<file path="src/rtl/pic8259_pkg.sv">
//------------------------------------------------------------------------------
// Package: pic8259_pkg
// Purpose: Shared types and constants for the 8259A-style interrupt path
//          (acknowledge sequencer and priority resolver).
// Contents:
//   ack_state_t     acknowledge-sequencer FSM states
//   level_t         3-bit interrupt level
//   EOI_NONSPECIFIC eoi_specific encoding for "clear highest in service"
//   EOI_SPECIFIC    eoi_specific encoding for "clear ISR[eoi_level]"
//   SPURIOUS_LEVEL  level reported when a request vanishes before INTA#
//   level_to_mask() level -> one-hot 8-bit mask
//------------------------------------------------------------------------------
package pic8259_pkg;

   typedef enum logic [2:0] {
      IDLE,
      REQ,
      ACK1,
      GAP,
      ACK2
   } ack_state_t;

   typedef logic [2:0] level_t;

   localparam logic   EOI_NONSPECIFIC = 1'b0;
   localparam logic   EOI_SPECIFIC    = 1'b1;
   localparam level_t SPURIOUS_LEVEL  = 3'd7;

   function automatic logic [7:0] level_to_mask(input level_t lvl);
      return 8'b0000_0001 << lvl;
   endfunction

endpackage

</file>
<file path="src/rtl/interrupt_ack_sequencer_encoder.sv">
//------------------------------------------------------------------------------
// Module: lowest_bit_encoder8
// Purpose: Encodes the lowest-index set bit of an 8-bit vector. Lowest index is
//          highest priority throughout the interrupt path, so this single
//          encoder serves acknowledge capture, non-specific EOI and the
//          highest-level-in-service report.
// Ports:
//   i_bits   in   8  vector to encode
//   o_index  out  3  index of the lowest set bit (0 when none set)
//   o_valid  out  1  1 = at least one bit of i_bits is set
//------------------------------------------------------------------------------
module lowest_bit_encoder8
   import pic8259_pkg::*;
(
   input  logic [7:0] i_bits,
   output level_t     o_index,
   output logic       o_valid
);

   always_comb begin
      // NOTE: every output gets a default before the loop so no path leaves
      // it unassigned; without this the tool infers a latch.
      o_index = '0;
      o_valid = 1'b0;
      // Walk from the top down so the lowest set bit is the last one written.
      for (int i = 7; i >= 0; i--) begin
         if (i_bits[i]) begin
            o_index = level_t'(i);
            o_valid = 1'b1;
         end
      end
   end

endmodule

</file>
<file path="src/rtl/interrupt_ack_sequencer.sv">
//------------------------------------------------------------------------------
// Module: interrupt_ack_sequencer
// Purpose: CPU-facing end of an 8259A-style interrupt path. Raises int_out for
//          a pending request, runs the two-pulse INTA# acknowledge, owns the
//          in-service register (ISR), drives the 8-bit vector and processes
//          EOI commands.
// Configuration macro:
//   AUTO_EOI_EN  defined   : ISR[level] is cleared on the ACK2 -> IDLE step,
//                            the same cycle ack_done pulses.
//                undefined : ISR bits are cleared only by EOI commands.
// Parameters:
//   VECTOR_W    vector bus width, must be 8
//   SPURIOUS_L  level reported for a spurious acknowledge (0..7)
// Ports:
//   clock                     in   1  rising-edge clock
//   reset                     in   1  asynchronous, active-high
//   interrupt                 in   8  one-hot winner from the priority resolver
//   irq_pending               in   1  1 = interrupt is a real pending request
//   inta_n                    in   1  CPU acknowledge strobe, active-low
//   vector_base               in   5  ICW2 T7..T3
//   eoi_valid                 in   1  one-cycle EOI command strobe
//   eoi_specific              in   1  1 = specific EOI, 0 = non-specific
//   eoi_level                 in   3  level for a specific EOI
//   int_out                   out  1  interrupt request to the CPU
//   vector_out                out  8  {vector_base, level}
//   vector_oe                 out  1  data-bus drive enable for vector_out
//   in_service_register       out  8  ISR
//   highest_level_in_service  out  8  one-hot of lowest set ISR bit, 0 if empty
//   ack_done                  out  1  one-cycle pulse at end of acknowledge
//------------------------------------------------------------------------------
module interrupt_ack_sequencer
   import pic8259_pkg::*;
#(
   parameter int VECTOR_W   = 8,
   parameter int SPURIOUS_L = int'(SPURIOUS_LEVEL)
)(
   input  logic                clock,
   input  logic                reset,
   input  logic [7:0]          interrupt,
   input  logic                irq_pending,
   input  logic                inta_n,
   input  logic [4:0]          vector_base,
   input  logic                eoi_valid,
   input  logic                eoi_specific,
   input  level_t              eoi_level,
   output logic                int_out,
   output logic [VECTOR_W-1:0] vector_out,
   output logic                vector_oe,
   output logic [7:0]          in_service_register,
   output logic [7:0]          highest_level_in_service,
   output logic                ack_done
);

   generate
      if (VECTOR_W != 8) begin : g_bad_vector_w
         $error("interrupt_ack_sequencer: VECTOR_W must be 8");
      end
      if (SPURIOUS_L < 0 || SPURIOUS_L > 7) begin : g_bad_spurious_l
         $error("interrupt_ack_sequencer: SPURIOUS_L must be 0..7");
      end
   endgenerate

   localparam level_t SPUR_LVL = level_t'(SPURIOUS_L);

   //---------------------------------------------------------------------------
   // State
   //---------------------------------------------------------------------------
   ack_state_t          r_state;
   logic                r_inta_q;
   level_t              r_level;
   logic                r_spurious;
   logic [7:0]          r_isr;
   logic                r_int_out;
   logic                r_vector_oe;
   logic [VECTOR_W-1:0] r_vector_out;
   logic                r_ack_done;

   //---------------------------------------------------------------------------
   // INTA# edge detection against the registered copy
   //---------------------------------------------------------------------------
   logic w_fall;
   logic w_rise;

   assign w_fall = r_inta_q & ~inta_n;
   assign w_rise = ~r_inta_q & inta_n;

   //---------------------------------------------------------------------------
   // Encoders: one on the resolver winner, one on the ISR
   //---------------------------------------------------------------------------
   level_t w_req_level;
   logic   w_req_valid;
   level_t w_isr_level;
   logic   w_isr_valid;

   lowest_bit_encoder8 u_ack_enc (
      .i_bits  (interrupt),
      .o_index (w_req_level),
      .o_valid (w_req_valid)
   );

   lowest_bit_encoder8 u_isr_enc (
      .i_bits  (r_isr),
      .o_index (w_isr_level),
      .o_valid (w_isr_valid)
   );

   //---------------------------------------------------------------------------
   // Acknowledge capture. A first INTA# fall is honoured in IDLE as well as
   // REQ: once the CPU has started an acknowledge it is committed to reading a
   // vector, so a request that vanished before the fall still gets the
   // spurious level rather than leaving the bus undriven.
   //---------------------------------------------------------------------------
   logic w_ack_take;
   logic w_ack_real;

   assign w_ack_take = w_fall & ((r_state == IDLE) | (r_state == REQ));
   assign w_ack_real = w_ack_take & irq_pending & w_req_valid;

   //---------------------------------------------------------------------------
   // ISR next-state: clears first, then the acknowledge set, so a set and a
   // clear of the same bit in one cycle leaves the bit set.
   //---------------------------------------------------------------------------
   logic [7:0] w_set_mask;
   logic [7:0] w_eoi_mask;
   logic [7:0] w_auto_mask;
   logic [7:0] w_isr_next;

   assign w_set_mask = w_ack_real ? level_to_mask(w_req_level) : 8'h00;

   always_comb begin
      w_eoi_mask = 8'h00;
      if (eoi_valid) begin
         if (eoi_specific == EOI_SPECIFIC) begin
            w_eoi_mask = level_to_mask(eoi_level);
         end else if (w_isr_valid) begin
            w_eoi_mask = level_to_mask(w_isr_level);
         end
      end
   end

`ifdef AUTO_EOI_EN
   // A spurious acknowledge never set a bit, so it must not clear one either.
   assign w_auto_mask = ((r_state == ACK2) && w_rise && !r_spurious)
                        ? level_to_mask(r_level) : 8'h00;
`else
   assign w_auto_mask = 8'h00;
`endif

   assign w_isr_next = (r_isr & ~(w_eoi_mask | w_auto_mask)) | w_set_mask;

   //---------------------------------------------------------------------------
   // Sequencer FSM with registered outputs
   //---------------------------------------------------------------------------
   // NOTE: sequential state uses non-blocking assignments only, so every
   // register samples the pre-edge values regardless of statement order.
   always_ff @(posedge clock or posedge reset) begin
      if (reset) begin
         r_state      <= IDLE;
         r_inta_q     <= 1'b1;
         r_level      <= '0;
         r_spurious   <= 1'b0;
         r_isr        <= 8'h00;
         r_int_out    <= 1'b0;
         r_vector_oe  <= 1'b0;
         r_vector_out <= '0;
         r_ack_done   <= 1'b0;
      end else begin
         r_inta_q   <= inta_n;
         r_isr      <= w_isr_next;
         r_ack_done <= 1'b0;

         case (r_state)
            IDLE: begin
               if (w_fall) begin
                  r_state    <= ACK1;
                  r_level    <= w_ack_real ? w_req_level : SPUR_LVL;
                  r_spurious <= ~w_ack_real;
               end else if (irq_pending) begin
                  r_state   <= REQ;
                  r_int_out <= 1'b1;
               end
            end

            REQ: begin
               if (w_fall) begin
                  r_state    <= ACK1;
                  r_level    <= w_ack_real ? w_req_level : SPUR_LVL;
                  r_spurious <= ~w_ack_real;
                  r_int_out  <= 1'b0;
               end else if (!irq_pending) begin
                  r_state   <= IDLE;
                  r_int_out <= 1'b0;
               end
            end

            ACK1: begin
               if (w_rise) begin
                  r_state <= GAP;
               end
            end

            GAP: begin
               if (w_fall) begin
                  r_state      <= ACK2;
                  r_vector_oe  <= 1'b1;
                  r_vector_out <= {vector_base, r_level};
               end
            end

            ACK2: begin
               if (w_rise) begin
                  r_state     <= IDLE;
                  r_vector_oe <= 1'b0;
                  r_ack_done  <= 1'b1;
               end
            end

            default: begin
               r_state   <= IDLE;
               r_int_out <= 1'b0;
            end
         endcase
      end
   end

   //---------------------------------------------------------------------------
   // Outputs
   //---------------------------------------------------------------------------
   assign int_out                  = r_int_out;
   assign vector_out               = r_vector_out;
   assign vector_oe                = r_vector_oe;
   assign in_service_register      = r_isr;
   assign ack_done                 = r_ack_done;
   assign highest_level_in_service = w_isr_valid ? level_to_mask(w_isr_level) : 8'h00;

endmodule

</file>
<file path="config.mk">
export PLATFORM = sky130hd
export DESIGN_NAME = interrupt_ack_sequencer
export DESIGN_NICKNAME = d
export VERILOG_FILES = /design/src/rtl/pic8259_pkg.sv /design/src/rtl/interrupt_ack_sequencer_encoder.sv /design/src/rtl/interrupt_ack_sequencer.sv
export SDC_FILE = /design/constraint.sdc
export NUM_CORES = 1
export LEC_CHECK = 0
export ABC_AREA = 1
export CAP_MARGIN = 20
export CORE_MARGIN = 3
export CORE_UTILIZATION = 30
export DETAILED_ROUTE_END_ITERATION = 10
export PLACE_DENSITY = 0.66
export SYNTH_ARGS = -nofsm -noshare
export SYNTH_HDL_FRONTEND = slang
export SYNTH_HIERARCHICAL = 1
export SYNTH_SLANG_ARGS = --single-unit
</file>
<file path="constraint.sdc">
create_clock -name clock -period 3.5 [get_ports clock]
set_input_delay 0.7 -clock clock [delete_from_list [all_inputs] [get_ports clock]]
set_output_delay 0.7 -clock clock [all_outputs]
set_load 0.03 [all_outputs]
</file>
Yosys cells after proc, flatten, opt, wreduce, memory -nomap -nowiden
Cells that the tools add are included.
{ "word_totals": {"reg_bits": 26} }
{ "op_classes": {"n_shift": 3, "n_mux": 55, "reduce_logical": 9, "bitwise": 12, "n_eq_ne": 11} }
{ "ops": {"columns": ["cell", "count"], "rows": [
  ["3-bit 2-to-1 mux", 24],
  ["8-bit 2-to-1 mux", 4],
  ["1-bit 2-to-1 mux", 24],
  ["1-bit by 3-bit << shifter with 8-bit output (first input constant)", 3],
  ["3-bit case mux with 5 select lines", 1],
  ["2-bit inequality test (second input constant)", 5],
  ["8-bit bitwise AND", 1],
  ["8-bit inverter", 1],
  ["8-bit bitwise OR", 1],
  ["3-bit by 2-bit equality test with 1-bit output (second input constant)", 2],
  ["3-bit inequality test (second input constant)", 2],
  ["1-bit bitwise AND", 5],
  ["5-bit AND reduction", 1],
  ["2-bit AND reduction", 2],
  ["4-bit AND reduction", 1],
  ["3-bit by 1-bit equality test with 1-bit output (second input constant)", 1],
  ["3-bit equality test (second input constant)", 1],
  ["3-bit logical NOT", 1],
  ["1-bit inverter", 3],
  ["1-bit case mux with 3 select lines", 1],
  ["3-bit AND reduction", 1],
  ["3-bit OR reduction", 1],
  ["1-bit case mux with 2 select lines", 1],
  ["2-bit nonzero test", 1],
  ["2 further kinds", 2]
]} }

Depth between registers and ports, before layout
{ "logic_depth": {"ltp_word": 15, "depth_mapped": 14, "depth_no_buf": 14} }

Cells and area by module
Netlist, hierarchy kept.
{ "by_module_without_submodules": {"columns": ["module", "area_per_inst_um2", "cells_per_inst", "n_inst"], "rows": [
  ["interrupt_ack_sequencer", 1468.9, 195, 1],
  ["lowest_bit_encoder8", 98.8, 22, 2]
]} }

Worst setup path before layout
Ideal clock, no wire load.
{ "synth_path": {"path_kind": "reg-to-output", "startpoint": "register r_isr[5], in the netlist in_service_register[5]", "endpoint": "output port highest_level_in_service[7]", "t_required_ns": 2.800, "stages_incl_launch_ff": 9, "setup_slack_ns": 1.221, "arrival_ns": 1.579, "path_cell_list": "dfrtp_1 -> inv_1 -> nand2_1 -> nand2_1 -> nand2_1 -> nand2_1 -> a21oi_1 -> nand2_1 -> nor2_1"} }
{ "synth_via": {"elab_chain_cells": 8, "elab_cells_between_ends": 14, "cone_classes": "shift: 1; mux: 13"} }
{ "synth_lines": {"columns": ["item", "line", "text"], "rows": [
  ["from (decl)", "interrupt_ack_sequencer.sv:72", "logic [7:0] r_isr;"],
  ["from (signal assigned)", "interrupt_ack_sequencer.sv:169", "r_isr <= w_isr_next;"],
  ["3-bit 2-to-1 mux (6 in a row)", "interrupt_ack_sequencer_encoder.sv:27", "if (i_bits[i]) begin"],
  ["via w_isr_level[0]", "interrupt_ack_sequencer.sv:92", "level_t w_isr_level;"],
  ["1-bit by 3-bit << shifter with 8-bit output", "pic8259_pkg.sv:30", "return 8'b0000_0001 << lvl;"],
  ["8-bit 2-to-1 mux", "interrupt_ack_sequencer.sv:234", "assign highest_level_in_service = w_isr_valid ? level_to_mask(w_isr_level) : 8'h00;"],
  ["to (decl)", "interrupt_ack_sequencer.sv:50", "output logic [7:0] highest_level_in_service,"]
]} }
The timed path passes the listed nets, and every way through them passes these cells.

Worst setup path after layout
{ "layout_path": {"startpoint": "register r_isr[7], in the netlist in_service_register[7]", "endpoint": "output port highest_level_in_service[0]"} }
{ "layout_via": {"elab_chain_cells": 10, "elab_cells_between_ends": 18, "cone_classes": "shift: 1; mux: 17"} }
{ "layout_lines": {"columns": ["item", "line"], "rows": [
  ["3-bit 2-to-1 mux (8 in a row)", "interrupt_ack_sequencer_encoder.sv:27"],
  ["via w_isr_level[2]", "interrupt_ack_sequencer.sv:92"],
  ["1-bit by 3-bit << shifter with 8-bit output", "pic8259_pkg.sv:30"],
  ["8-bit 2-to-1 mux", "interrupt_ack_sequencer.sv:234"]
]} }
The timed path passes the listed nets, and every way through them passes these cells.

==> results.toml <==
[timing]
finalSetupTns_ns = 0
worstMarginPinSlew_ns = 0.535
fin_ws_ns = 0.464
relSlewSlack_pct = 64.3
whs_ns = 0.487
setup_viol = 0
finalHoldViolCount = 0
finalCriticalPeriod_ns = 3.04
fmax_mhz = 329
grt_setup_unrepaired = "no"
finalCritPeriodShare_pct = 86.7
maxSlewViolCount = 0
fin_worst_skew_ns = 0.00250

[route]
drt_iter0_drc = 49
finalWirelength_um = 3720
viasPerCell = 4.49
antenna_left = 0
wl_per_cell_um = 10.4
first_pass_iters = 4
drc = 0
vias = 1609

[die]
dieArea_mm2 = 0.00649
die_y_um = 80.5
rows = 26
io_pins = 49
fp.coreArea_mm2 = 0.00524
initial_core_util_pct = 31.8
fp.dieW_um = 80.5

[synthesis]
syn_area_per_cell_um2 = 6.97
syn_inst = 239
synth_xor_area_share_pct = 0
yosysWarnings = 6
synth_top_cell_by_area = "dfrtp_1"
synthAdderAreaFrac_pct = 0
synth_top_family_by_area = "simple AND/OR/NAND/NOR gates"
synth-compound-area-share_pct = 10.9
synth-seq-cells = 26
synth.area.mux_share_pct = 0
synth_top_area_share_pct = 37.5
synthSimpleGateAreaFrac_pct = 36.4
synth.distinct_cells = 27
ys_top_cells_by_area = "dfrtp_1 38%, nand2_1 18%, inv_1 11%"
netlist_area_mm2 = 0.00167
ys_seq_area_share_pct = 39.1
syn_nets = 261

[cts]
htreeDepth = 1
cts-root-buf = "clkbuf_8"
ctsHoldBuffers = 0
clkSinkCount = 26
insertion_delay_ns = 0.27
cts_resized = 0
post_cts_buffers = 0
clockBufferDepth = 2
cts_buffers = 3
clkTransAtPathRegs_ns = 0.09
cts_tree = "built"

[global_routing]
grt_pass1_vias = 1459
track_usage_pct = 12.2
grt_overflow = 0
grt_max_degree = 27
grt_pass1_wl_um = 6330
antenna_found_initial = 0

[placed_design]
dpl_cell_area_mm2 = 0.00220
place_ws_ns = 0.765
gp_congestion = 0.907
dp_hpwl_um = 3040
dp.cells = 353
portBuffers = 48

[setup_path]
crit_path_end_kind = "primary output"
cp-start-kind = "flop"
crit_end = "highest_level_in_service[0]"
path_class = "flop to primary output"
rr_worst_depth = 9
crit_required_ns = 2.80
r2r_end = "in_service_register[3]"
crit_start = "in_service_register[7]"
r2r_setup_slack_ns = 1.78
timing.rr.start = "in_service_register[7]"
cp.arrival_ns = 2.34
crit_fanout = 4

[power_and_ir_drop]
ir_drop_uv = 322
fin_total_pwr_mw = 1.32
powerDensity_mw_per_mm2 = 583
p_leak_nw = 1.21

[job]
drv_cap = 0

[cells_and_area]
drive_above_1_share_pct = 9.03
fin_util_pct = 43.4
diodes = 0
final_area_mm2 = 0.00227
area_delta_synth_final_pct = 36.4
layout.nets = 311
layout.cells.non_filler = 358

[outcome]
outcome = "finished clean"

[hold_path]
holdCritPathClass = "flop to flop"
-- critical path, cell delays in order, from the launching register on --
cell             delay, ns
dfrtp_1               0.42
or2_1                 0.27
nor3_2                0.17
nor2_1                0.08
nor2_1                0.26
nand2_1               0.14
inv_1                 0.07
clkdlybuf4s50_1       0.66
-- layout by cell type, fill, tap and decap left out --
cell type	instances
nand2_1	79
o21ai_0	8
a22oi_1	2
nand2_4	2
a21oi_2	1
nand3_4	1
nand4_1	6
o21ai_2	8
inv_1	51
nor3_2	2
a21oi_1	3
nand3_1	17
o211ai_1	2
nor2_4	2
dfrtp_1	25
nand2_2	1
a31oi_1	2
inv_2	1
clkdlybuf4s50_1	48
buf_8	1
nor2_2	1
nor2_1	16
clkbuf_8	4
or2_1	2
dfstp_2	1
nor2_8	1
o21ai_1	1
-- final cells by class --
class                   instances  area (µm²)
fillers                       555        2960
multi-input cells             157         788
flip-flops and latches         26         652
repair buffers                 49         495
inverters                      52         195
well taps                      70        87.6
clock buffers                   4        55.1
-- flip-flops by register name, summed over array words and instances (netlist names) --
signal               flops
vector_out               8
vector_oe                1
r_state                  3
r_inta_q                 1
int_out                  1
r_level                  3
ack_done                 1
in_service_register      8
-- synthesized netlist by cell type (all sizes together) --
master / n
dfstp: 1
dfrtp: 25
a31oi: 2
a21oi: 4
o211ai: 2
nand2: 82
a22oi: 2
nand4: 6
buf: 2
nand3: 18
inv: 52
clkbuf: 2
or2: 2
nor3: 2
nor2: 20
o21ai: 17
-- cell families after synthesis --
family	count (synthesis)
AO/OA/AOI/OAI	27
buffers and inverters	56
flip-flops	26
AND/OR/NAND/NOR	130
-- power by group --
part | internal (mW) | total, mW | leakage, nW | switching [mW]
clock | 0.101 | 0.197 | 0.0288 | 0.0963
sequential | 0.393 | 0.456 | 0.327 | 0.0632
combinational | 0.271 | 0.671 | 0.859 | 0.400
total | 0.764 | 1.32 | 1.21 | 0.560
-- how the worst min path moves through the flow --
stage | start | to | slack (ns) | cells after the start
2_1_floorplan | r_level[2] | vector_out[2] | 0.49 | 2
3_3_place_gp | int_out | int_out | 0.47 | 2
3_5_place_dp | vector_out[6] | vector_out[6] | 0.47 | 2
4_1_cts | vector_out[7] | vector_out[7] | 0.49 | 2
5_1_grt | vector_out[1] | vector_out[1] | 0.51 | 2
6_report | vector_out[7] | vector_out[7] | 0.49 | 2
-- layer usage --
| layer | track usage, % | wire length (µm) | vias up |
|---|---|---|---|
| met5 | 0 | 0 | - |
| met4 | 2.20 | 18 | 0 |
| met3 | 2.24 | 152 | 2 |
| met2 | 20.0 | 1800 | 29 |
| met1 | 16.7 | 1750 | 747 |
| li1 | - | - | 831 |
No activity file was read; power rests on OpenSTA's default activity.
